**src/rtl/bs_pkg.sv**
```systemverilog
// Shared types and constants for the Black-Scholes job scheduler.
// Operands and prices are signed Q16.16.
package bs_pkg;

  localparam int          BS_WIDTH = 32;
  localparam logic [31:0] Q_ONE    = 32'h0001_0000;
  localparam logic [31:0] Q_ZERO   = 32'h0000_0000;

  typedef enum logic [1:0] {
    ST_IDLE,
    ST_LAUNCH,
    ST_BUSY,
    ST_RESULT
  } bs_state_t;

endpackage

```
**src/rtl/rr_arbiter.sv**
```systemverilog
// Combinational round-robin pick: first asserted req at or above ptr, wrapping.
// No latency, no state; the owner keeps and advances ptr.
module rr_arbiter #(
  parameter int NREQ = 4,
  parameter int IDW  = $clog2(NREQ)
) (
  input  logic [NREQ-1:0] req,
  input  logic [IDW-1:0]  ptr,
  output logic [NREQ-1:0] gnt_onehot,
  output logic [IDW-1:0]  gnt_idx,
  output logic            any
);

  logic [IDW-1:0] j;

  always_comb begin
    gnt_onehot = '0;
    gnt_idx    = '0;
    any        = 1'b0;
    j          = '0;
    for (int i = 0; i < NREQ; i++) begin
      j = IDW'((int'(ptr) + i) % NREQ);
      if (!any && req[j]) begin
        any           = 1'b1;
        gnt_idx       = j;
        gnt_onehot[j] = 1'b1;
      end
    end
  end

endmodule

```
**src/rtl/bs_job_scheduler.sv**
```systemverilog
// Time-shares one fixed-latency pricing engine among NREQ requesters; result ENG_LAT+2 cycles after accept.
// Requests stall (req_ready=0) whenever a job or an unconsumed result is outstanding.
module bs_job_scheduler
  import bs_pkg::*;
#(
  parameter int WIDTH   = BS_WIDTH,
  parameter int NREQ    = 4,
  parameter int ENG_LAT = 32,
  parameter int IDW     = $clog2(NREQ)
) (
  input  logic                  clk,
  input  logic                  reset,
  input  logic                  abort,
  input  logic [NREQ-1:0]       req_valid,
  output logic [NREQ-1:0]       req_ready,
  input  logic [NREQ*WIDTH-1:0] req_spot,
  input  logic [NREQ*WIDTH-1:0] req_strike,
  input  logic [NREQ*WIDTH-1:0] req_timetm,
  input  logic [NREQ*WIDTH-1:0] req_sigma,
  input  logic [NREQ*WIDTH-1:0] req_rate,
  input  logic [NREQ-1:0]       req_otype,
  output logic                  eng_start,
  output logic [WIDTH-1:0]      eng_spot,
  output logic [WIDTH-1:0]      eng_strike,
  output logic [WIDTH-1:0]      eng_timetm,
  output logic [WIDTH-1:0]      eng_sigma,
  output logic [WIDTH-1:0]      eng_rate,
  output logic                  eng_otype,
  input  logic [WIDTH-1:0]      eng_price,
  output logic                  res_valid,
  input  logic                  res_ready,
  output logic [IDW-1:0]        res_id,
  output logic [WIDTH-1:0]      res_price,
  output logic                  res_err,
  output logic                  busy
);

  localparam int CW = $clog2(ENG_LAT);

  bs_state_t       state;
  logic [IDW-1:0]  ptr;
  logic [CW-1:0]   cnt;

  logic [NREQ-1:0] gnt_onehot;
  logic [IDW-1:0]  gnt_idx;
  logic            gnt_any;
  logic            take;

  logic [WIDTH-1:0] sel_spot, sel_strike, sel_timetm, sel_sigma, sel_rate;
  logic             sel_otype;
  logic             ops_ok;

  function automatic logic is_pos(input logic [WIDTH-1:0] v);
    return !v[WIDTH-1] && (v != '0);
  endfunction

  rr_arbiter #(.NREQ(NREQ), .IDW(IDW)) u_arb (
    .req        (req_valid),
    .ptr        (ptr),
    .gnt_onehot (gnt_onehot),
    .gnt_idx    (gnt_idx),
    .any        (gnt_any)
  );

  assign sel_spot   = req_spot  [int'(gnt_idx)*WIDTH +: WIDTH];
  assign sel_strike = req_strike[int'(gnt_idx)*WIDTH +: WIDTH];
  assign sel_timetm = req_timetm[int'(gnt_idx)*WIDTH +: WIDTH];
  assign sel_sigma  = req_sigma [int'(gnt_idx)*WIDTH +: WIDTH];
  assign sel_rate   = req_rate  [int'(gnt_idx)*WIDTH +: WIDTH];
  assign sel_otype  = req_otype[gnt_idx];
  // rate is allowed to be zero or negative; only the other four must be positive
  assign ops_ok     = is_pos(sel_spot) && is_pos(sel_strike) && is_pos(sel_timetm) && is_pos(sel_sigma);

  assign take      = (state == ST_IDLE) && !abort && gnt_any;
  // Gating with reset keeps req_ready low while reset is held and requests are pending
  assign req_ready = (take && reset) ? gnt_onehot : '0;
  assign eng_start = (state == ST_LAUNCH) && !abort;
  assign res_valid = (state == ST_RESULT);
  assign busy      = (state != ST_IDLE);

  always_ff @(posedge clk or negedge reset) begin
    if (!reset) begin
      state      <= ST_IDLE;
      ptr        <= '0;
      cnt        <= '0;
      eng_spot   <= '0;
      eng_strike <= '0;
      eng_timetm <= '0;
      eng_sigma  <= '0;
      eng_rate   <= '0;
      eng_otype  <= 1'b0;
      res_id     <= '0;
      res_price  <= '0;
      res_err    <= 1'b0;
    end else begin
      case (state)
        ST_IDLE: begin
          if (take) begin
            eng_spot   <= sel_spot;
            eng_strike <= sel_strike;
            eng_timetm <= sel_timetm;
            eng_sigma  <= sel_sigma;
            eng_rate   <= sel_rate;
            eng_otype  <= sel_otype;
            res_id     <= gnt_idx;
            ptr        <= (gnt_idx == IDW'(NREQ-1)) ? '0 : gnt_idx + 1'b1;
            if (ops_ok) begin
              res_err <= 1'b0;
              state   <= ST_LAUNCH;
            end else begin
              res_err   <= 1'b1;
              res_price <= '0;
              state     <= ST_RESULT;
            end
          end
        end
        ST_LAUNCH: begin
          if (abort) begin
            state <= ST_IDLE;
          end else begin
            cnt   <= CW'(ENG_LAT-1);
            state <= ST_BUSY;
          end
        end
        ST_BUSY: begin
          // The engine has no done flag; the price is valid exactly when the count expires
          if (abort) begin
            state <= ST_IDLE;
          end else if (cnt == '0) begin
            res_price <= eng_price;
            res_err   <= 1'b0;
            state     <= ST_RESULT;
          end else begin
            cnt <= cnt - 1'b1;
          end
        end
        ST_RESULT: begin
          if (abort || res_ready) state <= ST_IDLE;
        end
        default: state <= ST_IDLE;
      endcase
    end
  end

endmodule

```
**config.mk**
```make
export PLATFORM = sky130hd
export DESIGN_NAME = bs_job_scheduler
export DESIGN_NICKNAME = d
export VERILOG_FILES = /design/src/rtl/bs_pkg.sv /design/src/rtl/rr_arbiter.sv /design/src/rtl/bs_job_scheduler.sv
export SDC_FILE = /design/constraint.sdc
export NUM_CORES = 1
export LEC_CHECK = 0
export BUFFER_PORTS_ARGS = -buffer_cell sky130_fd_sc_hd__buf_2
export CAP_MARGIN = 10
export CELL_PAD_IN_SITES_DETAIL_PLACEMENT = 0
export CELL_PAD_IN_SITES_GLOBAL_PLACEMENT = 2
export CORE_AREA = 2 2 344 346
export CTS_CLUSTER_DIAMETER = 150
export CTS_CLUSTER_SIZE = 24
export DETAILED_ROUTE_END_ITERATION = 16
export DIE_AREA = 0 0 346 348
export MAX_ROUTING_LAYER = met4
export PLACE_DENSITY_LB_ADDON = 0.05
export SLEW_MARGIN = 20
export SYNTH_ARGS = -nofsm -noshare
export SYNTH_HDL_FRONTEND = slang
export SYNTH_HIERARCHICAL = 1
export SYNTH_SLANG_ARGS = --single-unit
```
**constraint.sdc**
```tcl
create_clock -name clk -period 4.65 [get_ports clk]
set_clock_uncertainty 0.15 [all_clocks]
set_input_delay 1.1625 -clock clk [delete_from_list [all_inputs] [get_ports clk]]
set_output_delay 1.1625 -clock clk [all_outputs]
set_load 0.05 [all_outputs]
```
## Word level (Yosys, flattened, before mapping)

Index checks and enable logic that the tools add are counted.

| storage, ports and cells | value |
|---|---|
| register bits after elaboration | 205 |
| input bits | 684 |
| word-level logic and storage cells | 140 |

| operators by class | value |
|---|---|
| add/subtract/negate cells | 5 |
| $lt $le $gt $ge | 9 |
| equality and inequality tests | 12 |
| shift-type cells | 5 |
| mux-type cells | 53 |
| bitwise logic cells | 3 |
| reductions and logical operators | 41 |

Operators by type and width:

| operator | count |
|---|---|
| variable part select 128 x 8 -> 32 bit | 5 |
| 2-to-1 mux 32 bit | 4 |
| nonzero test 32 bit | 4 |
| case mux 32 bit (2 select lines) | 1 |
| 2-to-1 mux 2 bit | 11 |
| 2-to-1 mux 4 bit | 5 |
| logical AND 1 bit | 18 |
| 2-to-1 mux 1 bit | 17 |
| less-than comparator 2 x 3 -> 1 bit (second input constant) | 5 |
| 2-to-1 mux 5 bit | 3 |
| != test 2 bit (second input constant) | 6 |
| bitwise OR 4 bit | 3 |
| binary-select mux 1 bit (select 2 bit) | 5 |
| case mux 5 bit (2 select lines) | 1 |
| demux 1 bit (select 2 bit) | 4 |
| >= comparator 2 x 1 -> 1 bit (second input constant) | 4 |
| logical NOT 1 bit | 8 |
| case mux 2 bit (4 select lines) | 1 |
| AND reduction 4 bit | 2 |
| equality test 2 bit (second input constant) | 3 |
| nonzero test 2 bit | 3 |
| logical NOT 5 bit | 1 |
| AND reduction 5 bit | 1 |
| subtractor 5 x 1 -> 5 bit (second input constant) | 1 |
| other kinds (10) | 12 |

## Depth between registers and ports, before layout

Gate-level depths: netlist of the first run.

| logic depth | value |
|---|---|
| depth after elaboration | 21 |
| depth in mapped cells | 18 |

## Cells and area by module

Netlist of the first run, hierarchy kept.

By module, submodules not included:

| module | instances | cells an instance | area an instance (µm²) | sequential area each (µm²) |
|---|---|---|---|---|
| bs_job_scheduler | 1 | 795 | 12223.0 | 5129.9 |
| rr_arbiter | 1 | 45 | 421.7 | 0.0 |

## Worst setup path before layout of the first run

No wires, ideal clock.

| timing | value |
|---|---|
| kind | input-to-output |
| from | in req_valid[2] |
| to | out req_ready[0] |
| arrival | 3167 ps |
| data required time | 3338 ps |
| setup slack | 170 ps |
| stages | 9 |
| buffers on the path | 4 |
| path through | mux4_2 -> buf_6 -> nor3_1 -> nand2b_1 -> nor3b_1 -> clkbuf_1 -> clkbuf_1 -> clkbuf_1 -> and3_1 |

| between the ends | value |
|---|---|
| cells in the longest elaborated chain, start to end | 15 |

Ends and longest elaborated chain:

| what | RTL line | RTL |
|---|---|---|
| from (decl) | bs_job_scheduler.sv:14 | `input logic [NREQ-1:0] req_valid,` |
| binary-select mux 1 bit (select 2 bit) | rr_arbiter.sv:23 | `if (!any && req[j]) begin` |
| 2-to-1 mux 1 bit (not written as such) | rr_arbiter.sv:23 |  |
| 2-to-1 mux 1 bit | rr_arbiter.sv:23 |  |
| logical NOT 1 bit | rr_arbiter.sv:23 |  |
| logical AND 1 bit | rr_arbiter.sv:23 |  |
| 2-to-1 mux 1 bit | rr_arbiter.sv:23 |  |
| logical NOT 1 bit | rr_arbiter.sv:23 |  |
| logical AND 1 bit | rr_arbiter.sv:23 |  |
| 2-to-1 mux 1 bit | rr_arbiter.sv:23 |  |
| logical NOT 1 bit | rr_arbiter.sv:23 |  |
| logical AND 1 bit | rr_arbiter.sv:23 |  |
| 2-to-1 mux 1 bit * | rr_arbiter.sv:23 |  |
| net gnt_any | bs_job_scheduler.sv:46 | `logic gnt_any;` |
| logical AND 1 bit * | bs_job_scheduler.sv:74 | `assign take = (state == ST_IDLE) && !abort && gnt_any;` |
| logical AND 1 bit * | bs_job_scheduler.sv:76 | `assign req_ready = (take && reset) ? gnt_onehot : '0;` |
| 2-to-1 mux 4 bit * | bs_job_scheduler.sv:76 |  |
| to (decl) | bs_job_scheduler.sv:15 | `output logic [NREQ-1:0] req_ready,` |

The timed path passes the listed nets; every way through them passes the cells marked *. The select of a mux whose other input is x is not followed.

## Worst setup path in the final report of the first run

| timing | value |
|---|---|
| from | in req_valid[2] |
| to | reg res_price[8] |

| between the ends | value |
|---|---|
| cells in the longest elaborated chain, start to end | 20 |

Ends and longest elaborated chain:

| what | RTL line | RTL |
|---|---|---|
| binary-select mux 1 bit (select 2 bit) | rr_arbiter.sv:23 |  |
| 2-to-1 mux 1 bit (not written as such) | rr_arbiter.sv:23 |  |
| 2-to-1 mux 1 bit | rr_arbiter.sv:23 |  |
| logical NOT 1 bit | rr_arbiter.sv:23 |  |
| logical AND 1 bit | rr_arbiter.sv:23 |  |
| 2-to-1 mux 1 bit | rr_arbiter.sv:23 |  |
| logical NOT 1 bit | rr_arbiter.sv:23 |  |
| logical AND 1 bit | rr_arbiter.sv:23 |  |
| (+4 left out) | n/a |  |
| net gnt_idx[1] | bs_job_scheduler.sv:45 | `logic [IDW-1:0] gnt_idx;` |
| variable part select 128 x 8 -> 32 bit, on equally long branches | bs_job_scheduler.sv:65, bs_job_scheduler.sv:66 |  |
| nonzero test 32 bit / logical NOT 1 bit (equally long branches) | bs_job_scheduler.sv:54 | `return !v[WIDTH-1] && (v != '0);` |
| logical AND 1 bit | bs_job_scheduler.sv:54 |  |
| logical AND 1 bit (2 in series) | bs_job_scheduler.sv:72 | `assign ops_ok = is_pos(sel_spot) && is_pos(sel_strike) && is_pos(sel_timetm) && is_pos(sel_sigma);` |
| logical AND 1 bit * | bs_job_scheduler.sv:72 |  |
| != test 2 bit (no source line) * | n/a |  |
| AND reduction 5 bit (no source line) * | n/a |  |
| to (signal assigned) | bs_job_scheduler.sv:130 | `res_price <= eng_price;` |
| to (decl) | bs_job_scheduler.sv:33 | `output logic [WIDTH-1:0] res_price,` |

Marked as above.
A chain may end at the register's enable or synchronous reset.

==> results of run 1 <==
power by group through the flow:
stage / Combinational [W] / Sequential (W) / Clock, W
2_1_floorplan: 0.00637 / 0.00602 / 0
3_3_place_gp: 0.0158 / 0.00317 / 0
3_5_place_dp: 0.0158 / 0.00317 / 0
4_1_cts: 0.0167 / 0.00315 / 0.00160
5_1_grt: 0.0174 / 0.00327 / 0.00163
6_report: 0.0163 / 0.00314 / 0.00145
worst paths after layout:
kind                              start           end  slack [ns]  depth (start not counted)
hold / removal                    reset  eng_spot[13]        0.30                          1
max in group asynchronous         reset  eng_rate[24]        2.68                          3
setup / recovery           req_valid[2]  res_price[8]       -0.03                         19
setup reg to reg                 ptr[0]  res_price[8]        0.07                         19
min in group clk            eng_rate[4]   eng_rate[4]        0.36                          1
hold reg to reg             eng_rate[4]   eng_rate[4]        0.36                          1
registers in the layout (all words and copies together), names as in the netlist:
name / cells
cnt: 5
eng_otype: 1
eng_rate: 32
eng_sigma: 32
eng_spot: 32
eng_strike: 32
eng_timetm: 32
ptr: 2
res_err: 1
res_id: 2
res_price: 32
state: 2
cells in the mapped netlist (all sizes together) (4+ instances only):
cell	n	area (µm²)
nand4	9	62.56
buf	38	241.5
mux2	166	1869
dfrtp	205	5130
a22oi	41	307.8
nand2b	4	25.02
and3	4	25.02
mux4	165	3724
nand2	5	18.77
inv	40	150.1
clkbuf	32	120.1
o21ai	41	317.8
nor4	35	219.0
ha	8	100.1
nor2	12	45.04
area by class of cell:
type / count / area (µm²)
Sequential cell: 205 / 5130
Antenna cell: 15 / 37.54
Fill cell: 13110 / 95740
Inverter: 40 / 150.1
Clock inverter: 7 / 72.57
Tap cell: 1536 / 1922
Multi-Input combinational cell: 525 / 7311
Timing Repair Buffer: 1074 / 6237
Clock buffer: 16 / 379.1
stage by stage:
step	total power (W)	hold slack, ns
3_5_place_dp	0.01895	0.3396
4_1_cts	0.02144	0.2614
5_1_grt	0.02232	0.2781
3_3_place_gp	0.01894	0.3371
2_1_floorplan	0.01239	0.3575
6_report	0.02087	0.2970
layer usage:
metal	wire (µm)	track usage, %	up-vias
met1	31890	15.13	6288
met3	5712	3.826	65
met5	0	-	-
li1	-	-	5441
met4	1487	2.210	0
met2	48160	27.48	499
cell families (layout without fill, tap and decap cells):
logic type,count (synthesis),count (layout),synth area share (%)
mux,334,334,44.47
xor+xnor,2,2,0.1386
buf+inv,110,1137,4.047
other cells,0,15,0
simple gates,85,85,4.186
flops,205,205,40.57
compound gates,96,96,5.799
fa+ha+maj,8,8,0.7916
repair_timing:
item | 4_1_cts | 5_1_grt
buffers inserted | 32 | 10
pin swaps | 15 | 15
gates resized for setup | 52 | 19
endpoints found under the hold margin | 0 | 0
setup endpoints to repair | 34 | 34
cloned | 2 | 0
==> key figures, run 1 <==
Run status
  • Status: finished, violations left
  • Failing checks: setup timing

Clock network
  • Num CTS Buffers: 14
  • CTS Buffer Depth: 3
  • Reg clk slew, reported paths: 0.11 ns
  • Hold buffer count at cts: 0
  • Root buffer cell: clkbuf_16
  • Clk sink count: 205
  • Clk_lat worst skew: 0.53 ns
  • H-tree depth: 1
  • CTS tree: done

Synth
  • Syn nets: 1532
  • Synth warn: 6
  • Sequential share of the synthesized area: 40.57%
  • Post-synthesis cell type count: 48
  • Async S/R FF share, synth: 100.0%
  • Post-Syn Area: 12640 µm²
  • Syn Area/Cell: 15.05 µm²
  • Cell count after synthesis: 840
  • Yosys reg bits: 205
  • Main synth FF type: dfrtp_1
  • EDFF count, synth: 0

Finish
  • Final Instance Area: 21240 µm²
  • Layout area overhead: 67.97%
  • Commonest non-fill, non-tap cells in the layout: buf_2, dfrtp_1, mux2_2
  • Finished Layout Cells: 3418
  • Share of layout cells above drive strength 1: 80.18%
  • Nets@finish: 2552
  • Post-layout util: 18.16%
  • Commonest non-fill, non-tap cell in the layout: buf_2

Setup path
  • CP Cell Sequence: buf_8 -> mux4_2 -> buf_6 -> nor4b_4 -> nor2_1 -> a32o_4 -> buf_12 -> buf_12 -> buf_8 -> mux4_2 -> nor4_4 -> buf_4 -> nand4_1 -> o22a_4 -> nand4_4 -> buf_12 -> buf_12 -> buf_12 -> o21ai_4
  • CP dominant cell by count: buf_12
  • Arr. time, crit path: 4.94 ns
  • Worst setup path category: in -> reg
  • CP top delay family: buffers and inverters
  • Startpoint Class: input pin
  • Req. time, crit path: 4.91 ns
  • WP buf/inv: 9
  • CP peak stage delay: 0.48 ns
  • Worst setup EP type: flip-flop
  • CP max stage cell: mux4_2
  • Crit-path max FO: 8

Job
  • Max_cap viols: 0

Power and ir drop
  • Power per Cell Area: 982.8 nW/µm²
  • Sequential power share: 15.0%
  • Sw Share: 50.66%
  • Lkg Pwr: 9.450 nW
  • Pint: 0.01030 W
  • Switching power total: 0.01058 W
  • Clock power share: 6.9%
  • Maximum vdd ir drop: 0.3086 mV
  • Gate power share: 78.0%

Global route
  • GRT overflow: 0
  • Initial antenna violation count: 26
  • First-pass GRT wire length: 118.5 mm
  • Number of global-route vias before repair: 13980
  • Gr usage total: 14.47%
  • Largest net degree at the start of global routing: 99

Timing
  • Slew margin rel.: 47.68%
  • Slew @ Worst Pin: 0.7847 ns
  • Max Clock Freq: 0.2138 GHz
  • Slew Viols, Final: 0
  • Final count of hold timing violations: 0
  • Crit path time final: 4.678 ns
  • RSZ-0062 raised after global routing: yes
  • Final Cycle Share: 100.6%
  • Worst Slack Setup Final: -0.02788 ns
  • Setup TNS: -0.1892 ns
  • Setup Viol. Count Final: 10

Route
  • Initial DRT Pass Iterations: 4
  • Via count: 12290
  • DR DRC count: 0
  • WL/cell: 25.53 µm
  • Via density: 3.597
  • DRT Wirelength: 87.25 mm
  • Initial DRC Count: 348
  • ANT nets after route: 0

Placement
  • Port Buffers: 886
  • Pre-CTS setup slack: -1.252 ns
  • Area after DPL: 20050 µm²
  • Cells after DPL: 3342
  • Post-DP HPWL: 75.10 mm
  • Global placer's final weighted congestion: 0.8322

Die
  • Starting Density: 10.81%
  • DIE AREA: 120400 µm²
  • Core Footprint: 117000 µm²
  • Die boundary height: 348 µm
  • Ports: 887
  • Rows: 126
  • Die Width: 346 µm

Hold path
  • Hold Crit Class: in -> async
No activity file was read; power rests on OpenSTA's default activity.
==> run 2: changes to the inputs <==
--- a/config.mk
+++ b/config.mk
@@ -21,3 +21,4 @@
 export SYNTH_HDL_FRONTEND = slang
 export SYNTH_HIERARCHICAL = 1
 export SYNTH_SLANG_ARGS = --single-unit
+export TNS_END_PERCENT = 1
==> key figures, run 2 (synthesis gave the netlist of run 1 again) <==
Run status
  • Status: finished, violations left
  • Failing checks: setup timing

Route
  • DR DRC count: 0
  • Initial DRT Pass Iterations: 4
  • WL/cell: 25.67 µm
  • Via count: 12200
  • ANT nets after route: 0
  • Via density: 3.601
  • DRT Wirelength: 86.93 mm
  • Initial DRC Count: 304

Die
  • Rows: 126
  • Die boundary height: 348 µm
  • DIE AREA: 120400 µm²
  • Die Width: 346 µm
  • Starting Density: 10.81%
  • Core Footprint: 117000 µm²
  • Ports: 887

Global route
  • GR Util met1: 15.08%
  • Global Route met2 Usage: 27.34%
  • Initial antenna violation count: 27
  • Number of global-route vias before repair: 13890
  • First-pass GRT wire length: 117.9 mm
  • GRT overflow: 0
  • Largest net degree at the start of global routing: 99
  • Met3 Track Usage GR: 3.826%
  • Gr usage total: 14.41%
  • Most used routing layer: met2

Power and ir drop
  • Sequential power share: 15.5%
  • Switching power total: 0.01037 W
  • Clock power share: 7.1%
  • Power per Cell Area: 973.1 nW/µm²
  • Lkg Pwr: 9.275 nW
  • Gate power share: 77.4%
  • Sw Share: 51.12%
  • Maximum vdd ir drop: 0.3084 mV
  • Pint: 0.009911 W

Timing
  • Final count of hold timing violations: 0
  • Final hold slack: 0.2942 ns
  • Slew Viols, Final: 0
  • Worst Slack Setup Final: -0.02355 ns
  • Slew @ Worst Pin: 0.7874 ns
  • RSZ-0062 raised after global routing: yes
  • Max Clock Freq: 0.2140 GHz
  • Final Cycle Share: 100.5%
  • Crit path time final: 4.674 ns
  • Setup Viol. Count Final: 18
  • Slew margin rel.: 47.51%

Placement
  • Port Buffers: 886
  • Post-DP HPWL: 75.10 mm
  • Pre-CTS setup slack: -1.252 ns
  • Global placer's final weighted congestion: 0.8322

Finish
  • Layout area overhead: 64.81%
  • Nets@finish: 2525
  • Multi-input logic area: 7217 µm²
  • Share of layout cells above drive strength 1: 79.46%
  • Commonest non-fill, non-tap cell in the layout: buf_2
  • Layout fillers: 13130
  • Total area of sequential cells: 5130 µm²
  • Commonest non-fill, non-tap cells in the layout: buf_2, dfrtp_1, mux2_2

Job
  • Max_cap viols: 0

Setup path
  • Startpoint Class: input pin
  • Crit-path max FO: 14
  • Arr. time, crit path: 4.95 ns
  • Worst Setup SP: req_valid[2]
  • R2R setup slack: 0.11 ns
  • Req. time, crit path: 4.93 ns
  • Worst setup EP type: flip-flop
  • Worst setup path category: in -> reg
  • R2R Path End: res_price[16]
  • R2R cell count: 17
  • Reg2reg start: ptr[0]

Clock network
  • Clk sink count: 205
  • Num CTS Buffers: 14
  • H-tree depth: 1
  • CTS Buffer Depth: 3
  • Root buffer cell: clkbuf_16
  • Reg clk slew, reported paths: 0.11 ns
  • Hold buffer count at cts: 0
  • CTS tree: done
  • Clk_lat worst skew: 0.53 ns

Hold path
  • Hold Crit Class: in -> async
run 2: cell count changes in the layout (fill, tap and decap cells not counted), sizes merged:
cell   before   now
buf      1074  1047
diode      15    11
run 2: worst max-delay path by stage:
stage / endpoint / slack (ns) / depth (start not counted)
finish: res_price[16] / -0.02 / 17
global route: res_price[10] / -0.17 / 20
floorplan: req_ready[0] / 0.17 / 9
detailed placement: res_price[16] / -1.25 / 17
global placement: res_price[18] / -1.25 / 17
CTS: res_price[16] / -0.07 / 18
run 2: layout make-up:
type | count | area share [%]
antenna | 11 | 0.1321
clock buffer | 16 | 1.819
clock inverter | 7 | 0.3482
inverter | 40 | 0.7205
multi-input combinational | 525 | 34.63
sequential | 205 | 24.62
tap | 1536 | 9.222
timing repair buffer | 1047 | 28.51
run 2: stage by stage:
step	setup TNS [ns]	total power, W	utilization (%)	std cells	cell area, µm²
after floorplan	0	0.01239	-	840	12640
after global placement	-43.67	0.01894	17.14	3342	20050
after detailed placement	-43.31	0.01895	17.14	3342	20050
after CTS	-1.698	0.02100	17.74	3375	20750
after global routing	-4.881	0.02172	17.81	3385	20840
final	-0.2296	0.02028	17.82	3387	20840
run 2: critical path: stages:
cell     delay [ns]
buf_2          0.12
mux4_2         0.49
buf_4          0.18
nor4b_4        0.28
nor2_1         0.09
a32o_4         0.34
buf_12         0.18
buf_12         0.16
mux4_2         0.35
nor4_4         0.33
buf_4          0.15
nand4_1        0.26
o22a_4         0.38
nand4_4        0.10
buf_12         0.15
buf_12         0.15
o21ai_2        0.05
run 2: power groups by stage:
stage                     sequential, W  combinational [W]  clock (W)
after global placement          0.00317             0.0158          0
final                           0.00313             0.0157    0.00145
after detailed placement        0.00317             0.0158          0
after CTS                       0.00315             0.0162    0.00160
after floorplan                 0.00602            0.00637          0
after global routing            0.00327             0.0168    0.00163
run 2: what timing repair did:
action                     4_1_cts  5_1_grt
cloned                           1        0
setup endpoints to repair       34       34
hold endpoints to repair         0        0
gates resized for setup         27       11
buffers inserted                10        1
pin swaps                        9        5
run 2: per-layer routing:
metal	vias to the layer above	part of all wire, %
li1	5376	-
met1	6258	36
met2	496	55
met3	65	6.6
met4	0	1.7
met5	-	0
